`config.mk`:
```
export PLATFORM = sky130hd
export DESIGN_NAME = gpr_file_flat
export DESIGN_NICKNAME = d
export VERILOG_FILES = /design/src/rtl/gpr_file_if.sv /design/src/rtl/gpr_file.sv /design/src/flat_wrapper.sv
export SDC_FILE = /design/constraint.sdc
export NUM_CORES = 1
export LEC_CHECK = 0
export BUFFER_PORTS_ARGS = -buffer_cell sky130_fd_sc_hd__buf_4
export CORE_MARGIN = 5
export CORE_UTILIZATION = 29
export CTS_CLUSTER_SIZE = 10
export DETAILED_ROUTE_END_ITERATION = 6
export PLACE_DENSITY_LB_ADDON = 0.12
export SYNTH_ARGS = -nofsm -noshare
export SYNTH_HDL_FRONTEND = slang
export SYNTH_SLANG_ARGS = --single-unit
export TNS_END_PERCENT = 100
```
`constraint.sdc`:
```
create_clock -name Clock -period 6.47 [get_ports Clock]
set_input_delay 0.647 -clock Clock [delete_from_list [all_inputs] [get_ports Clock]]
set_output_delay 0.647 -clock Clock [all_outputs]
set_load 0.05 [all_outputs]
```
`src/rtl/gpr_file_if.sv`:
```
`default_nettype none
// ============================================================================
// Module      : gpr_file_if
// Description : Bus bundle for gpr_file: clear/busy control, one write port,
//               one reserve port and two combinational read ports.
// Revision    : 1.0 - initial release
// ============================================================================
interface gpr_file_if #(
    parameter int DATA_WIDTH = 16,
    parameter int ADDR_WIDTH = 3
);
    logic                  Clear;
    logic                  Busy;
    logic                  WrEn;
    logic [ADDR_WIDTH-1:0] WrAddr;
    logic [DATA_WIDTH-1:0] WrData;
    logic                  ResvEn;
    logic [ADDR_WIDTH-1:0] ResvAddr;
    logic [ADDR_WIDTH-1:0] RdAddrA;
    logic [DATA_WIDTH-1:0] RdDataA;
    logic                  PendA;
    logic [ADDR_WIDTH-1:0] RdAddrB;
    logic [DATA_WIDTH-1:0] RdDataB;
    logic                  PendB;

    // Requester side: drives commands and addresses, observes results.
    modport master (
        output Clear, WrEn, WrAddr, WrData, ResvEn, ResvAddr, RdAddrA, RdAddrB,
        input  Busy, RdDataA, PendA, RdDataB, PendB
    );

    // Register file side.
    modport slave (
        input  Clear, WrEn, WrAddr, WrData, ResvEn, ResvAddr, RdAddrA, RdAddrB,
        output Busy, RdDataA, PendA, RdDataB, PendB
    );
endinterface
`default_nettype wire

```
`src/rtl/gpr_file.sv`:
```
`default_nettype none
// ============================================================================
// Module      : gpr_file
// Description : General-purpose register file, 2 combinational read ports,
//               1 synchronous write port, optional zero register and
//               write-to-read bypass, per-register pending-write scoreboard
//               and a sequential clear engine that zeroes the array.
// Revision    : 1.0 - initial release
// ============================================================================
module gpr_file #(
    parameter int DATA_WIDTH = 16,
    parameter int ADDR_WIDTH = 3,
    parameter int ZERO_REG   = 1,
    parameter int BYPASS     = 1
) (
    input  logic      Clock,
    input  logic      nReset,
    gpr_file_if.slave bus
);

    localparam int                    DEPTH = 1 << ADDR_WIDTH;
    // Register 0 never needs sweeping when it is hard-wired to zero.
    localparam logic [ADDR_WIDTH-1:0] FIRST = (ZERO_REG != 0) ? ADDR_WIDTH'(1) : '0;
    localparam logic [ADDR_WIDTH-1:0] LAST  = '1;

    typedef enum logic [0:0] {
        ST_IDLE  = 1'b0,
        ST_SWEEP = 1'b1
    } state_t;

    state_t                state_q, state_d;
    logic [ADDR_WIDTH-1:0] idx_q, idx_d;
    logic                  busy_q, busy_d;
    logic [DEPTH-1:0]      pend_q, pend_d;
    logic                  clr_pend;

    logic [DATA_WIDTH-1:0] mem_q [DEPTH];
    logic                  mem_we;
    logic [ADDR_WIDTH-1:0] mem_wa;
    logic [DATA_WIDTH-1:0] mem_wd;

    logic                  wr_ok;
    logic                  resv_ok;
    logic [DATA_WIDTH-1:0] rd_data_a, rd_data_b;
    logic                  rd_pend_a, rd_pend_b;

    // Qualify write and reserve: blocked while sweeping and on the zero register.
    always_comb begin
        wr_ok   = bus.WrEn   && !busy_q && !((ZERO_REG != 0) && (bus.WrAddr   == '0));
        resv_ok = bus.ResvEn && !busy_q && !((ZERO_REG != 0) && (bus.ResvAddr == '0));
    end

    // Clear engine next state: a Clear in either state (re)starts the sweep.
    always_comb begin
        state_d  = state_q;
        idx_d    = idx_q;
        clr_pend = 1'b0;
        case (state_q)
            ST_IDLE: begin
                if (bus.Clear) begin
                    state_d  = ST_SWEEP;
                    idx_d    = FIRST;
                    clr_pend = 1'b1;
                end
            end
            ST_SWEEP: begin
                if (bus.Clear) begin
                    idx_d    = FIRST;
                    clr_pend = 1'b1;
                end else if (idx_q == LAST) begin
                    state_d = ST_IDLE;
                end else begin
                    idx_d = idx_q + 1'b1;
                end
            end
            default: state_d = ST_IDLE;
        endcase
        busy_d = (state_d == ST_SWEEP);
    end

    // Scoreboard next state: reserve is applied after write so it wins a same-address collision.
    always_comb begin
        pend_d = pend_q;
        if (clr_pend) begin
            pend_d = '0;
        end else begin
            if (wr_ok) begin
                pend_d[bus.WrAddr] = 1'b0;
            end
            if (resv_ok) begin
                pend_d[bus.ResvAddr] = 1'b1;
            end
        end
    end

    // Control state, busy flag and scoreboard; reset restarts the sweep.
    always_ff @(posedge Clock or negedge nReset) begin
        if (!nReset) begin
            state_q <= ST_SWEEP;
            idx_q   <= FIRST;
            busy_q  <= 1'b1;
            pend_q  <= '0;
        end else begin
            state_q <= state_d;
            idx_q   <= idx_d;
            busy_q  <= busy_d;
            pend_q  <= pend_d;
        end
    end

    // Single array write port shared by the sweep (writes zero) and normal writes.
    always_comb begin
        mem_we = busy_q || wr_ok;
        mem_wa = busy_q ? idx_q : bus.WrAddr;
        mem_wd = busy_q ? '0    : bus.WrData;
    end

    // Register array: not reset, the sweep is what initialises it.
    always_ff @(posedge Clock) begin
        if (mem_we) begin
            mem_q[mem_wa] <= mem_wd;
        end
    end

    // Read port A: zero register, then bypass, then array.
    always_comb begin
        rd_data_a = '0;
        rd_pend_a = 1'b0;
        if (!busy_q && !((ZERO_REG != 0) && (bus.RdAddrA == '0))) begin
            if ((BYPASS != 0) && wr_ok && (bus.WrAddr == bus.RdAddrA)) begin
                rd_data_a = bus.WrData;
            end else begin
                rd_data_a = mem_q[bus.RdAddrA];
                rd_pend_a = pend_q[bus.RdAddrA];
            end
        end
    end

    // Read port B: identical selection to port A.
    always_comb begin
        rd_data_b = '0;
        rd_pend_b = 1'b0;
        if (!busy_q && !((ZERO_REG != 0) && (bus.RdAddrB == '0))) begin
            if ((BYPASS != 0) && wr_ok && (bus.WrAddr == bus.RdAddrB)) begin
                rd_data_b = bus.WrData;
            end else begin
                rd_data_b = mem_q[bus.RdAddrB];
                rd_pend_b = pend_q[bus.RdAddrB];
            end
        end
    end

    assign bus.Busy    = busy_q;
    assign bus.RdDataA = rd_data_a;
    assign bus.PendA   = rd_pend_a;
    assign bus.RdDataB = rd_data_b;
    assign bus.PendB   = rd_pend_b;

endmodule
`default_nettype wire

```
`src/flat_wrapper.sv`:
```
// flat-port wrapper written by rule: the top's interface ports become plain ports
module gpr_file_flat 
#(
    parameter int DATA_WIDTH = 16,
    parameter int ADDR_WIDTH = 3,
    parameter int ZERO_REG   = 1,
    parameter int BYPASS     = 1
)
  (Clock, nReset, bus_Clear, bus_WrEn, bus_WrAddr, bus_WrData, bus_ResvEn, bus_ResvAddr, bus_RdAddrA, bus_RdAddrB, bus_Busy, bus_RdDataA, bus_PendA, bus_RdDataB, bus_PendB);
  gpr_file_if #(.DATA_WIDTH(DATA_WIDTH), .ADDR_WIDTH(ADDR_WIDTH)) bus_i ();
  input  logic Clock;
  input  logic nReset;
  input wire logic [$bits(bus_i.Clear)-1:0] bus_Clear;
  input wire logic [$bits(bus_i.WrEn)-1:0] bus_WrEn;
  input wire logic [$bits(bus_i.WrAddr)-1:0] bus_WrAddr;
  input wire logic [$bits(bus_i.WrData)-1:0] bus_WrData;
  input wire logic [$bits(bus_i.ResvEn)-1:0] bus_ResvEn;
  input wire logic [$bits(bus_i.ResvAddr)-1:0] bus_ResvAddr;
  input wire logic [$bits(bus_i.RdAddrA)-1:0] bus_RdAddrA;
  input wire logic [$bits(bus_i.RdAddrB)-1:0] bus_RdAddrB;
  output wire logic [$bits(bus_i.Busy)-1:0] bus_Busy;
  output wire logic [$bits(bus_i.RdDataA)-1:0] bus_RdDataA;
  output wire logic [$bits(bus_i.PendA)-1:0] bus_PendA;
  output wire logic [$bits(bus_i.RdDataB)-1:0] bus_RdDataB;
  output wire logic [$bits(bus_i.PendB)-1:0] bus_PendB;
  assign bus_i.Clear = bus_Clear;
  assign bus_i.WrEn = bus_WrEn;
  assign bus_i.WrAddr = bus_WrAddr;
  assign bus_i.WrData = bus_WrData;
  assign bus_i.ResvEn = bus_ResvEn;
  assign bus_i.ResvAddr = bus_ResvAddr;
  assign bus_i.RdAddrA = bus_RdAddrA;
  assign bus_i.RdAddrB = bus_RdAddrB;
  assign bus_Busy = bus_i.Busy;
  assign bus_RdDataA = bus_i.RdDataA;
  assign bus_PendA = bus_i.PendA;
  assign bus_RdDataB = bus_i.RdDataB;
  assign bus_PendB = bus_i.PendB;
  gpr_file #(.DATA_WIDTH(DATA_WIDTH), .ADDR_WIDTH(ADDR_WIDTH), .ZERO_REG(ZERO_REG), .BYPASS(BYPASS)) u_core (.Clock(Clock), .nReset(nReset), .bus(bus_i));
endmodule
```
==> flow_summary.json <==
{
  "outcome": "completed",
  "synth_top_area_cell": "edfxtp_1",
  "nNetsFinal": 523,
  "grt_overflow": 0,
  "critPathKind": "flop to primary output",
  "p_per_area_nw_per_um2": 358,
  "first_global_vias": 4725,
  "end_kind": "primary output",
  "antenna_found_initial": 0,
  "start_util": 0.291,
  "hold_buffers": 0,
  "io_pins": 68,
  "rr_worst_depth": 5,
  "path_depth": 6,
  "crit_path_max_fanout": 34,
  "yosysWarnings": 0,
  "cp.arrival_ns": 3.42,
  "fp-row-count": 58,
  "core_um2": 25000,
  "nFillCells": 2392,
  "leakage_uw": 0.00307,
  "clock_sinks": 140,
  "netlist_top_cells_area": "edfxtp_1, mux4_2, mux4_1, dfrtp_1, mux2i_1",
  "hold_violations": 0,
  "synth_top_area_frac": 0.528,
  "clk_latency_ns": 0.41,
  "post_drt_wl_per_cell_um": 25.0,
  "netlist_instances": 425,
  "clkSlewWorstSetupHoldPaths_ns": 0.06,
  "setup-violations-final": 0,
  "slowest_stage": "dfstp_2",
  "ant_nets": 0,
  "synthDistinctLibCells": 37,
  "synth_enable_flop_cells": 128,
  "cts_max_path_buffers": 2,
  "io_buffers": 67,
  "syn_area_um2": 7270,
  "finalClockSkew_ns": 0.00472,
  "area_delta_synth_final_pct": 19.7,
  "max_slew_margin": 0.322,
  "grt_start_max_net_pins": 37,
  "r2r_end": "u_core.mem_q[4][5]$_DFFE_PP_",
  "dp_slack_ns": 2.60,
  "timing.final.ws_setup_ns": 2.40,
  "grt_util_all_layers": 0.150,
  "r2r_start": "u_core.state_q$_DFF_PN1_",
  "dp_hpwl_mm": 12.5,
  "crit_buf_inv": 2,
  "synth-main-ff-cell": "edfxtp_1",
  "place_congestion": 0.795,
  "route.detailed.drc": 0,
  "worstMarginPinSlew_ns": 1.01,
  "cts_resized": 0,
  "post_cts_buffers": 0,
  "ys_seq_area_frac": 0.570,
  "report.final.slew_viol_count": 0,
  "cp_slowest_stage_delay_ns": 1.01,
  "dieWidth_um": 168,
  "critPathRequiredTime_ns": 5.82,
  "grt_first_pass_wirelength_mm": 31.2,
  "dr.pass1.iters": 4,
  "insertedDiodeCount": 0,
  "timing.fmax_mhz": 246,
  "root_buffer": "clkbuf_16",
  "maxCapViolCount": 0,
  "critPathMostFrequentCell": "buf_4",
  "drt_iter0_drc": 351,
  "fin_setup_tns_ns": 0,
  "vias": 4299,
  "crit_chain": "nor2b_1, o31ai_4, buf_4, o21a_1, a22o_1, buf_4",
  "min_period_over_period": 0.628,
  "cts_max_level": 4,
  "cts_tree": "done",
  "cts-buffers-inserted": 17,
  "rsz0062_at_grt": "false",
  "async_reset_ff_frac": 0.0857,
  "dieArea_um2": 28400,
  "syn_nets": 460,
  "avgViaCountPerCell": 5.17,
  "period_minus_slack_ns": 4.07,
  "drive_gt1_frac": 0.347,
  "worstSetupStartpointType": "flop",
  "wirelength_mm": 20.8,
  "critPathTopFamily": "compound AO/OA/AOI/OAI gates",
  "worst_ir_drop_vdd_mv": 0.186,
  "r2r_slack_ns": 3.50,
  "yosys_register_bits": 140,
  "die_h_um": 168,
  "hold_path_class": "input pin to asynchronous set/reset pin",
  "post_synth.cell_area_avg_um2": 17.1
}
worst max-delay path by stage:
stage	endpoint	slack [ns]	from
final	bus_RdDataA[2]	2.40	u_core.state_q$_DFF_PN1_
after global routing	bus_RdDataA[3]	2.20	u_core.state_q$_DFF_PN1_
after CTS	bus_RdDataA[3]	2.30	u_core.state_q$_DFF_PN1_
after detailed placement	bus_RdDataB[14]	2.60	bus_RdAddrB[0]
after global placement	bus_RdDataB[14]	2.66	bus_RdAddrB[0]
after floorplan	bus_RdDataB[10]	3.33	bus_WrAddr[1]
worst reg2reg max path, stage by stage (launching register included):
cell and delay [ns]:
dfstp_2 0.59, nor2b_1 0.46, nand2b_1 0.21, a2bb2oi_1 0.20
nor2_1 0.82, buf_4 0.38
registers in the layout (all words and copies together), names as in the netlist:
register / flops
u_core.idx_q: 3
u_core.mem_q: 128
u_core.pend_q: 8
u_core.state_q: 1
cell families after synthesis:
family	after synthesis	share of synthesized area
DFF	140	0.570
muxes	103	0.272
AOI/OAI and AO/OA	72	0.0662
and+or+nand+nor	65	0.0470
buffers and inverters	36	0.0327
xor gates and xnor gates	7	0.00843
adders and majority gates	2	0.00344
stage by stage:
step                      cells  instance area, um^2  hold WS, ns   util  total power, uW
after floorplan             425                 7270        0.351      -             1770
after global placement      799                 8060        0.497  0.323             2060
after detailed placement    799                 8060        0.501  0.323             2070
after CTS                   831                 8710       0.0504  0.349             3160
after global routing        831                 8710       0.0640  0.349             3250
final                       831                 8710       0.0656  0.349             3120
cells in the mapped netlist (all sizes together), types with 2 or more instances:
master,number
a21oi,25
buf,23
clkbuf,11
nor3,3
mux2i,19
nand3,4
nor2b,22
nor2,18
o21ai,7
o31ai,18
xnor2,7
inv,2
or2,2
mux2,16
dfrtp,10
edfxtp,128
dfstp,2
ha,2
nand2,8
nand2b,4
a22o,15
and3,2
mux4,68
a31oi,2
final cells by class:
class / count / area [um^2] / area share
flip-flops and latches: 140 / 4150 / 0.476
repair buffers: 78 / 586 / 0.0672
inverters: 2 / 7.51 / 0.000862
well taps: 330 / 413 / 0.0474
multi-input cells: 249 / 2900 / 0.333
clock inverters: 12 / 218 / 0.0250
clock buffers: 20 / 437 / 0.0501
report_power, final:
group	total, uW	internal (uW)	leakage (uW)	switching (uW)
Sequential	1350	1250	0.00137	99.3
Clock	1080	721	0.000314	363
Combinational	685	267	0.00138	418
Total	3120	2240	0.00307	880
cell usage in the layout, fill, tap and decap left out, types with 3 or more instances in the layout:
cell	netlist	final
clkbuf_16	0	17
nor2_1	18	18
mux4_1	21	21
bufinv_16	0	6
dfrtp_1	10	10
mux2i_1	19	19
nand2_1	8	8
o21ai_0	7	7
a21oi_1	25	25
mux4_2	47	47
a22o_1	15	15
o31ai_1	18	17
edfxtp_1	128	128
nor2b_1	22	22
mux2_2	16	16
nand2b_1	4	4
xnor2_1	7	7
nor3_1	3	3
nand3_1	3	3
buf_4	5	78
clkbuf_1	11	3
metal layers:
metal	track usage	share of wire
met3	0.0251	0.037
met2	0.260	0.51
met4	0.0430	0.015
met5	0	0
met1	0.194	0.44
No activity file was read; power rests on OpenSTA's default activity.
